$ cat src/rtl/cave_ioctl_pkg.sv
// cave_ioctl_pkg: shared ioctl upload/download types, widths and byte-swap helper.
package cave_ioctl_pkg;

    typedef enum logic [1:0] {IDLE, REQ, WAIT_DATA, DRAIN} ioctl_state_t;

    localparam int DDR_DATA_W     = 64;
    localparam int IOCTL_DATA_W   = 16;
    localparam int WORDS_PER_LINE = 4;

    function automatic logic [IOCTL_DATA_W-1:0] byte_swap(input logic [IOCTL_DATA_W-1:0] w);
        return {w[7:0], w[15:8]};
    endfunction

endpackage

$ cat src/rtl/ioctl_upload_reader.sv
// ioctl_upload_reader: answers HPS upload reads from a one-line 64-bit DDR cache,
// stalling with ioctl_wait while a missed line is fetched.
module ioctl_upload_reader
    import cave_ioctl_pkg::*;
#(
    parameter logic [7:0]  INDEX     = 8'd2,
    parameter logic [31:0] BASE_ADDR = 32'h3000_0000,
    parameter logic [26:0] SIZE      = 27'h10000
) (
    input  logic                    clock,
    input  logic                    reset,
    input  logic                    ioctl_upload,
    input  logic                    ioctl_rd,
    input  logic [7:0]              ioctl_index,
    input  logic [26:0]             ioctl_addr,
    output logic [IOCTL_DATA_W-1:0] ioctl_din,
    output logic                    ioctl_wait,
    output logic                    ddr_rd,
    output logic [31:0]             ddr_addr,
    output logic [7:0]              ddr_burstLength,
    input  logic [DDR_DATA_W-1:0]   ddr_dout,
    input  logic                    ddr_waitReq,
    input  logic                    ddr_valid
);

    localparam logic [32:0] END_ADDR = {1'b0, BASE_ADDR} + {6'b0, SIZE};

    if (END_ADDR > 33'h1_0000_0000) begin : g_range_err
        $error("ioctl_upload_reader: BASE_ADDR + SIZE exceeds the 32-bit address space");
    end

    ioctl_state_t state, state_n;
    logic [IOCTL_DATA_W-1:0] din_n;
    logic wait_n, rd_n, upload_q, line_valid, valid_n, abort, abort_n;
    logic [31:0] addr_n;
    logic [DDR_DATA_W-1:0] line, line_n;
    logic [23:0] line_tag, tag_n, req_tag, req_tag_n;
    logic [1:0] req_sel, req_sel_n;
    logic upload_edge, req, unused_addr_lsb;

    assign ddr_burstLength = 8'd1;
    assign upload_edge     = ioctl_upload ^ upload_q;
    assign req             = ioctl_rd & ioctl_upload & (ioctl_index == INDEX);
    assign unused_addr_lsb = ioctl_addr[0];

    always_comb begin
        state_n   = state;
        din_n     = ioctl_din;
        wait_n    = ioctl_wait;
        rd_n      = ddr_rd;
        addr_n    = ddr_addr;
        valid_n   = upload_edge ? 1'b0 : line_valid;
        line_n    = line;
        tag_n     = line_tag;
        req_tag_n = req_tag;
        req_sel_n = req_sel;
        abort_n   = abort;
        unique case (state)
            IDLE: begin
                abort_n = 1'b0;
                if (req) begin
                    if (ioctl_addr >= SIZE) begin
                        din_n = 16'hFFFF;
                    end else if (line_valid && !upload_edge && line_tag == ioctl_addr[26:3]) begin
                        din_n = byte_swap(line[{ioctl_addr[2:1], 4'b0} +: IOCTL_DATA_W]);
                    end else begin
                        req_tag_n = ioctl_addr[26:3];
                        req_sel_n = ioctl_addr[2:1];
                        wait_n    = 1'b1;
                        rd_n      = 1'b1;
                        addr_n    = BASE_ADDR + {5'b0, ioctl_addr[26:3], 3'b000};
                        state_n   = REQ;
                    end
                end
            end
            REQ: begin
                // a session that ends before acceptance still has its burst drained
                abort_n = abort | ~ioctl_upload;
                if (!ddr_waitReq) begin
                    rd_n    = 1'b0;
                    state_n = (abort || !ioctl_upload) ? DRAIN : WAIT_DATA;
                end
            end
            WAIT_DATA: begin
                if (ddr_valid) begin
                    if (ioctl_upload) begin
                        line_n = ddr_dout;
                        tag_n  = req_tag;
                        din_n  = byte_swap(ddr_dout[{req_sel, 4'b0} +: IOCTL_DATA_W]);
                        if (!upload_edge) valid_n = 1'b1;
                    end
                    wait_n  = 1'b0;
                    state_n = IDLE;
                end else if (!ioctl_upload) begin
                    state_n = DRAIN;
                end
            end
            DRAIN: begin
                if (ddr_valid) begin
                    wait_n  = 1'b0;
                    state_n = IDLE;
                end
            end
            default: state_n = IDLE;
        endcase
    end

    always_ff @(posedge clock or posedge reset) begin
        if (reset) begin
            state      <= IDLE;
            ioctl_din  <= '0;
            ioctl_wait <= 1'b0;
            ddr_rd     <= 1'b0;
            ddr_addr   <= '0;
            upload_q   <= 1'b0;
            line_valid <= 1'b0;
            line       <= '0;
            line_tag   <= '0;
            req_tag    <= '0;
            req_sel    <= '0;
            abort      <= 1'b0;
        end else begin
            state      <= state_n;
            ioctl_din  <= din_n;
            ioctl_wait <= wait_n;
            ddr_rd     <= rd_n;
            ddr_addr   <= addr_n;
            upload_q   <= ioctl_upload;
            line_valid <= valid_n;
            line       <= line_n;
            line_tag   <= tag_n;
            req_tag    <= req_tag_n;
            req_sel    <= req_sel_n;
            abort      <= abort_n;
        end
    end

endmodule

$ cat config.mk
export PLATFORM = sky130hd
export DESIGN_NAME = ioctl_upload_reader
export DESIGN_NICKNAME = d
export VERILOG_FILES = /design/src/rtl/cave_ioctl_pkg.sv /design/src/rtl/ioctl_upload_reader.sv
export SDC_FILE = /design/constraint.sdc
export NUM_CORES = 1
export LEC_CHECK = 0
export CAP_MARGIN = 15
export CORE_ASPECT_RATIO = 1.25
export CORE_UTILIZATION = 45
export CTS_BUF_LIST = sky130_fd_sc_hd__clkbuf_4 sky130_fd_sc_hd__clkbuf_8
export CTS_CLUSTER_DIAMETER = 200
export DETAILED_ROUTE_END_ITERATION = 10
export GPL_ROUTABILITY_DRIVEN = 0
export GPL_TIMING_DRIVEN = 0
export HOLD_SLACK_MARGIN = 0.02
export PLACE_DENSITY = 0.74
export SYNTH_ARGS = -nofsm -noshare
export SYNTH_HDL_FRONTEND = slang
export SYNTH_SLANG_ARGS = --single-unit
$ cat constraint.sdc
create_clock -name clock -period 5.3 [get_ports clock]
set_input_delay 1.06 -clock clock [delete_from_list [all_inputs] [get_ports clock]]
set_output_delay 1.06 -clock clock [all_outputs]
set_load 0.005 [all_outputs]
==> results.md, run 1 <==
- Status: complete, no violations
- Yosys warnings: 0
- Slew HR: 45.6%
- Sequential share of the synthesized area: 52.0%
- Die X-Extent: 111 µm
- Max Slew Vio Count: 0
- Sw frac: 21.5%
- Antenna violations before repair: 0
- NumNets Final: 750
- CP max stage cell: a211oi_4
- Combinational Power Share: 8.2%
- Postcts setup bufs: 0
- Final setup violation count: 0
- Vias per inst: 5.42
- WL/cell: 19.8 µm
- P_sw: 0.481 mW
- Syn Area/Cell: 14.2 µm²
- Site row count: 49
- FILL cells: 1,135
- Pwr Density: 253 nW/µm²
- Initial Utilization: 46.1%
- Area contributors post-synth: dfrtp_1 52%, mux2_2 17%, mux4_2 11%, xnor2_1 3.3%, mux2_4 2.3%
- Clock slew at reported path FFs: 70 ps
- Synth area leader: dfrtp_1
- Post-Route WL: 16,500 µm
- Hold crit path type: flip-flop to flip-flop
- VDD IR-drop max: 0.000134 V
- Clk_skew: 15.1 ps
- Syn Inst Count: 468
- Largest net degree at the start of global routing: 84
- Worst-path fanout max: 10
- Synth top area share: 52.0%
- Required time of the critical path: 5620 ps
- Die Ht: 138 µm
- Post-synth EDFFs: 0
- CTS Root Cell: clkbuf_8
- DR DRC count: 0
- Critical Path Source Type: primary input
- Layout cells sized above 1: 31.9%
- Unrepaired setup endpoints after global routing: false
- DR vias: 4,534
- Final Non-Filler Cells: 836
- Top FF cell, synth: dfrtp_1
- Tot Pwr: 2.24 mW
- Port Buffer Count: 145
- CTS tree: done
- CTS Buf Count: 17
- Post-DP HPWL: 11,800 µm
- Placed instance count: 804
- Clk Latency, worst-skew pair: 450 ps
- Total track usage: 23.0%
- Post-synthesis async set-or-reset flop share: 100%
- Area Overhead vs Synth: 33.3%
- H-tree levels: 4
- CTS Buffer Depth: 2
- Overflow after GRT: 0
- Drt pass-1 iters: 4
- Post-layout instance area: 8860 µm²
- Hold Fails Final Rpt: 0
- Clock network power share: 44.4%
- Core Region: 14,400 µm²
- Hold_ws: 491 ps
- Synthesized cell area: 6650 µm²
- Vias in the first global route: 4,965
- Pint: 1.76 mW
- CTS hold repair buffers: 0
- CP cell instances: clkdlybuf4s50_1, nor4_1, nand3_2, a211oi_4, buf_4, mux2_1
- Max Cap Viol: 0
- Boundary Pins: 163
- Crit path capture type: flip-flop
- Die area: 15,300 µm²
- Part of the power in registers: 47.4%
- First-pass GRT wire length: 26,400 µm
- Final Cycle Share: 64.3%
- Count of cell types in the netlist: 37
- Min Tclk post-route: 3410 ps
- WS Path Type: primary input to flip-flop
- Clock Sinks: 138
- Yosys reg bits: 138
- CTS resizes: 0
- Antenna Cells: 0
- Post-DRT Antenna Nets: 0
- Leakage power: 4.11 nW
- CP arrival: 3730 ps
- FMAX: 293 MHz
- DR iter-0 viols: 111
- Worst Tran Pin Value: 816 ps
- Area post-placement: 8400 µm²
- Max stage delay on crit path: 680 ps
==> layout make-up <==
type | count | area (µm²) | area share (%)
Multi-Input combinational cell | 297 | 2980 | 33.7
Timing Repair Buffer | 146 | 1480 | 16.7
Sequential cell | 138 | 3450 | 39.0
Tap cell | 178 | 223 | 2.51
Clock buffer | 20 | 269 | 3.04
Clock inverter | 12 | 194 | 2.19
Buffer | 42 | 241 | 2.73
Inverter | 3 | 16.3 | 0.184
==> Yosys cell counts, types with 6 or more instances <==
library cell and n:
mux2_1 7, dfrtp_1 138, nor2b_1 13, xnor2_1 25
buf_4 16, clkbuf_1 16, mux4_2 32, nand4_1 6
mux2_4 10, nor2_1 35, buf_2 7, nor3_1 19
mux2_2 102
==> layout by cell type, fill, tap and decap left out, types with 3 or more instances in the layout <==
master	count
nor3_1	19
conb_1	14
nand4_1	6
nor2b_1	13
o21ai_0	5
mux2_1	7
mux2_2	102
nor4_1	3
bufinv_16	5
clkbuf_8	19
buf_4	16
dfrtp_1	138
clkinv_2	4
xnor2_1	25
nand2_1	4
clkdlybuf4s50_1	145
buf_2	7
clkbuf_1	16
nor2_1	35
mux4_2	32
mux2_4	10
==> worst max-delay path, delay by kind of cell <==
family | cells | cell delay [ps]
buffers and inverters | 2 | 790
muxes | 1 | 340
and+or+nand+nor | 2 | 840
AOI/OAI and AO/OA | 1 | 680
==> registers in the layout (all words and copies together), names as in the netlist <==
signal / count
line_tag: 24
req_tag: 23
req_sel: 2
line: 64
line_valid: 1
ioctl_wait: 1
ddr_rd: 1
ioctl_din: 16
upload_q: 1
ddr_addr: 2
abort: 1
state: 2
==> power groups by stage <==
stage	clock network (mW)	registers [mW]	logic (mW)
after detailed placement	0	1.08	0.184
after global routing	1.06	1.06	0.197
after CTS	1.01	1.06	0.185
after floorplan	0	1.08	0.0650
after global placement	0	1.08	0.178
final	0.995	1.06	0.183
==> layer usage <==
metal	part of all wire, %	GRT usage (%)	wire [µm]	up-vias
li1	-	-	-	2010
met1	39	26.3	6480	2319
met2	53	41.5	8810	172
met3	4.8	4.68	789	33
met4	2.7	10.6	448	0
met5	0	0	0	-
==> path summary, 6_finish.rpt <==
check | startpoint | to | slack [ps] | depth (start not counted)
setup / recovery | ioctl_addr[26] | req_tag[1] | 1890 | 6
hold / removal | ioctl_wait | ioctl_wait | 490 | 1
setup reg to reg | state[0] | req_tag[1] | 2800 | 6
hold reg to reg | ioctl_wait | ioctl_wait | 490 | 1
max in group asynchronous | reset | line[63] | 3460 | 3
min in group asynchronous | reset | line_tag[10] | 1040 | 2
==> metrics by stage <==
stage	util (%)	TNS, ps	setup WS [ps]
after floorplan	-	0	544
after global placement	58.1	-171480	-1250
after detailed placement	58.3	0	1440
after CTS	61.5	0	1900
after global routing	61.5	0	1720
final	61.5	0	1890
==> cell families after synthesis <==
logic type / Yosys count / share of synthesized area [%]
buf+inv: 45 / 3.80
simple gates: 93 / 7.66
compound gates: 14 / 1.58
flops: 138 / 52.0
xor+xnor: 25 / 3.30
mux: 151 / 31.6
other cells: 2 / 0.113
(Power assumes the default switching activity.)
==> run 2, diff against run 1 <==
Clock period 5.3 ns to 3.44 ns, I/O delays scaled along.
==> results.md, run 2 (same netlist as run 1, synthesis figures left out) <==
- Status: complete, no violations
- Unrepaired setup endpoints after global routing: false
- Critical Path Source Type: primary input
- Total track usage: 23.0% (+0.041 points)
- Layout cells sized above 1: 32.0% (+0.10 points)
- Worst-path fanout max: 10 (unchanged)
- Final setup violation count: 0 (unchanged)
- Hold crit path type: flip-flop to flip-flop
- Required time of the critical path: 3750 ps (-1870 ps)
- Antenna violations before repair: 0 (unchanged)
- Final Cycle Share: 88.0%
- Max Slew Vio Count: 0 (unchanged)
- Drt pass-1 iters: 4 (unchanged)
- Biggest regs: line: 64 flops, line_tag: 24 flops, req_tag: 23 flops
- DR vias: 4,545 (+0.24%)
- DP Worst Slack: -53.9 ps (-1490 ps)
- Fin util: 61.2% (-0.31 points)
- Port Buffer Count: 145 (unchanged)
- WS Path Type: primary input to flip-flop
- Min Tclk post-route: 3030 ps
- DR iter-0 viols: 167 (+50%)
- VDD IR-drop max: 0.000191 V (+43%)
- CTS Buffer Depth: 2 (unchanged)
- Hold_ws: 492 ps (+0.927 ps)
- Die Ht: 138 µm (unchanged)
- Postcts setup bufs: 0 (unchanged)
- Setup_tns: 0 ps (unchanged)
- Top reg by flops: line
- Die area: 15,300 µm² (unchanged)
- Placed instance count: 806 (+0.25%)
- Clk Latency, worst-skew pair: 430 ps (-20 ps)
- Clock Sinks: 138 (unchanged)
- Most common cell after layout, fill and taps aside: clkdlybuf4s50_1
- PnR worst setup slack: 413 ps (-1480 ps)
- Largest net degree at the start of global routing: 41 (-51%)
- Post-Route WL: 16,500 µm (-0.41%)
- Slew HR: 42.3% (-3.2 points)
- CTS Root Cell: clkbuf_8
- CP cell instances: clkdlybuf4s50_1, nor4_1, nand3_2, a211oi_4, buf_4, mux2_1
- Overflow after GRT: 0 (unchanged)
- Boundary Pins: 163 (unchanged)
- FMAX: 330 MHz
- CTS tree: done
- Site row count: 49 (unchanged)
- Initial Utilization: 46.1% (unchanged)
- FILL cells: 1,164 (+2.6%)
- NumNets Final: 752 (+0.27%)
- Max Cap Viol: 0 (unchanged)
- WL/cell: 19.7 µm (-0.53%)
- Max reg flops: 64 (unchanged)
- Die X-Extent: 111 µm (unchanged)
- Clock slew at reported path FFs: 80 ps (about the same)
- Antenna Cells: 0 (unchanged)
- CTS resizes: 0 (unchanged)
- Crit path capture type: flip-flop
- CTS hold repair buffers: 0 (unchanged)
- Pwr Density: 365 nW/µm² (+44%)
- Most frequent cells in the layout: 145 x clkdlybuf4s50_1, 138 x dfrtp_1, 102 x mux2_2
- Post-DRT Antenna Nets: 0 (unchanged)
- CTS Buf Count: 17 (unchanged)
- Post-DP HPWL: 11,800 µm (-0.14%)
- Vias in the first global route: 5,004 (+0.79%)
- Hold Fails Final Rpt: 0 (unchanged)
- H-tree levels: 4 (unchanged)
- Core Region: 14,400 µm² (unchanged)
- Leakage power: 4.08 nW (-0.68%)
- Area Overhead vs Synth: 32.6%
- WP buf/inv: 2 (unchanged)
- Final Non-Filler Cells: 837 (+0.12%)
- Clk_skew: 17.5 ps (+2.42 ps)
- CP arrival: 3340 ps (-390 ps)
- CP top delay family: simple AND/OR/NAND/NOR gates
- Vias per inst: 5.43 (+0.12%)
- DR DRC count: 0 (unchanged)
- First-pass GRT wire length: 26,400 µm (+0.16%)
- Worst Tran Pin Value: 865 ps (+48.5 ps)
- Max stage delay on crit path: 670 ps (about the same)
- CP max stage cell: a211oi_4
[run 2: changes by cell type in the layout (fill, tap and decap cells not counted), sizes merged]
cell	before	now
buf	27	29
bufinv	5	2
clkbuf	36	35
clkinv	4	7
clkinvlp	2	4
inv	4	2
[run 2: path summary, 6_finish.rpt]
kind	start	endpoint	slack, ps	depth (start not counted)
max	ioctl_addr[26]	req_tag[4]	410	6
min	ddr_addr[28]	ddr_addr[28]	490	1
max reg2reg	state[0]	req_tag[4]	1010	6
min reg2reg	ddr_addr[28]	ddr_addr[28]	490	1
max in group asynchronous	reset	line[5]	1900	4
min in group asynchronous	reset	line_tag[3]	670	2
[run 2: cell type report]
cell class / instances / area (µm²) / area share [%]
timing repair buffer: 148 / 1510 / 17.1
clock buffer: 19 / 262 / 2.97
buffer: 42 / 241 / 2.74
sequential: 138 / 3450 / 39.2
multi-input combinational: 297 / 2980 / 33.9
inverter: 3 / 15.0 / 0.170
tap: 178 / 223 / 2.53
clock inverter: 12 / 125 / 1.42
[run 2: through the flow]
| step | cell area [µm²] | power [mW] |
|---|---|---|
| after floorplan | 6690 | 1.77 |
| after global placement | 8370 | 1.94 |
| after detailed placement | 8430 | 1.96 |
| after CTS | 8810 | 3.25 |
| after global routing | 8810 | 3.34 |
| final | 8810 | 3.22 |
[run 2: layer usage]
layer / global-route usage [%] / wire length (µm)
met1: 27.0 / 6440
met2: 41.0 / 8890
met3: 4.50 / 672
met4: 10.6 / 447
met5: 0 / 0
[run 2: report_power, final]
part           internal [mW]  switching [mW]  total [mW]
Combinational          0.177           0.109       0.286
Clock                  0.674           0.622        1.30
Sequential              1.63         0.00592        1.64
Total                   2.48           0.737        3.22
==> run 3, diff against run 2 <==
Settings changed: TNS_END_PERCENT from default to 100.
==> results of run 3 <==
No change in the layout: final DEF, timing and power equal those of run 2.
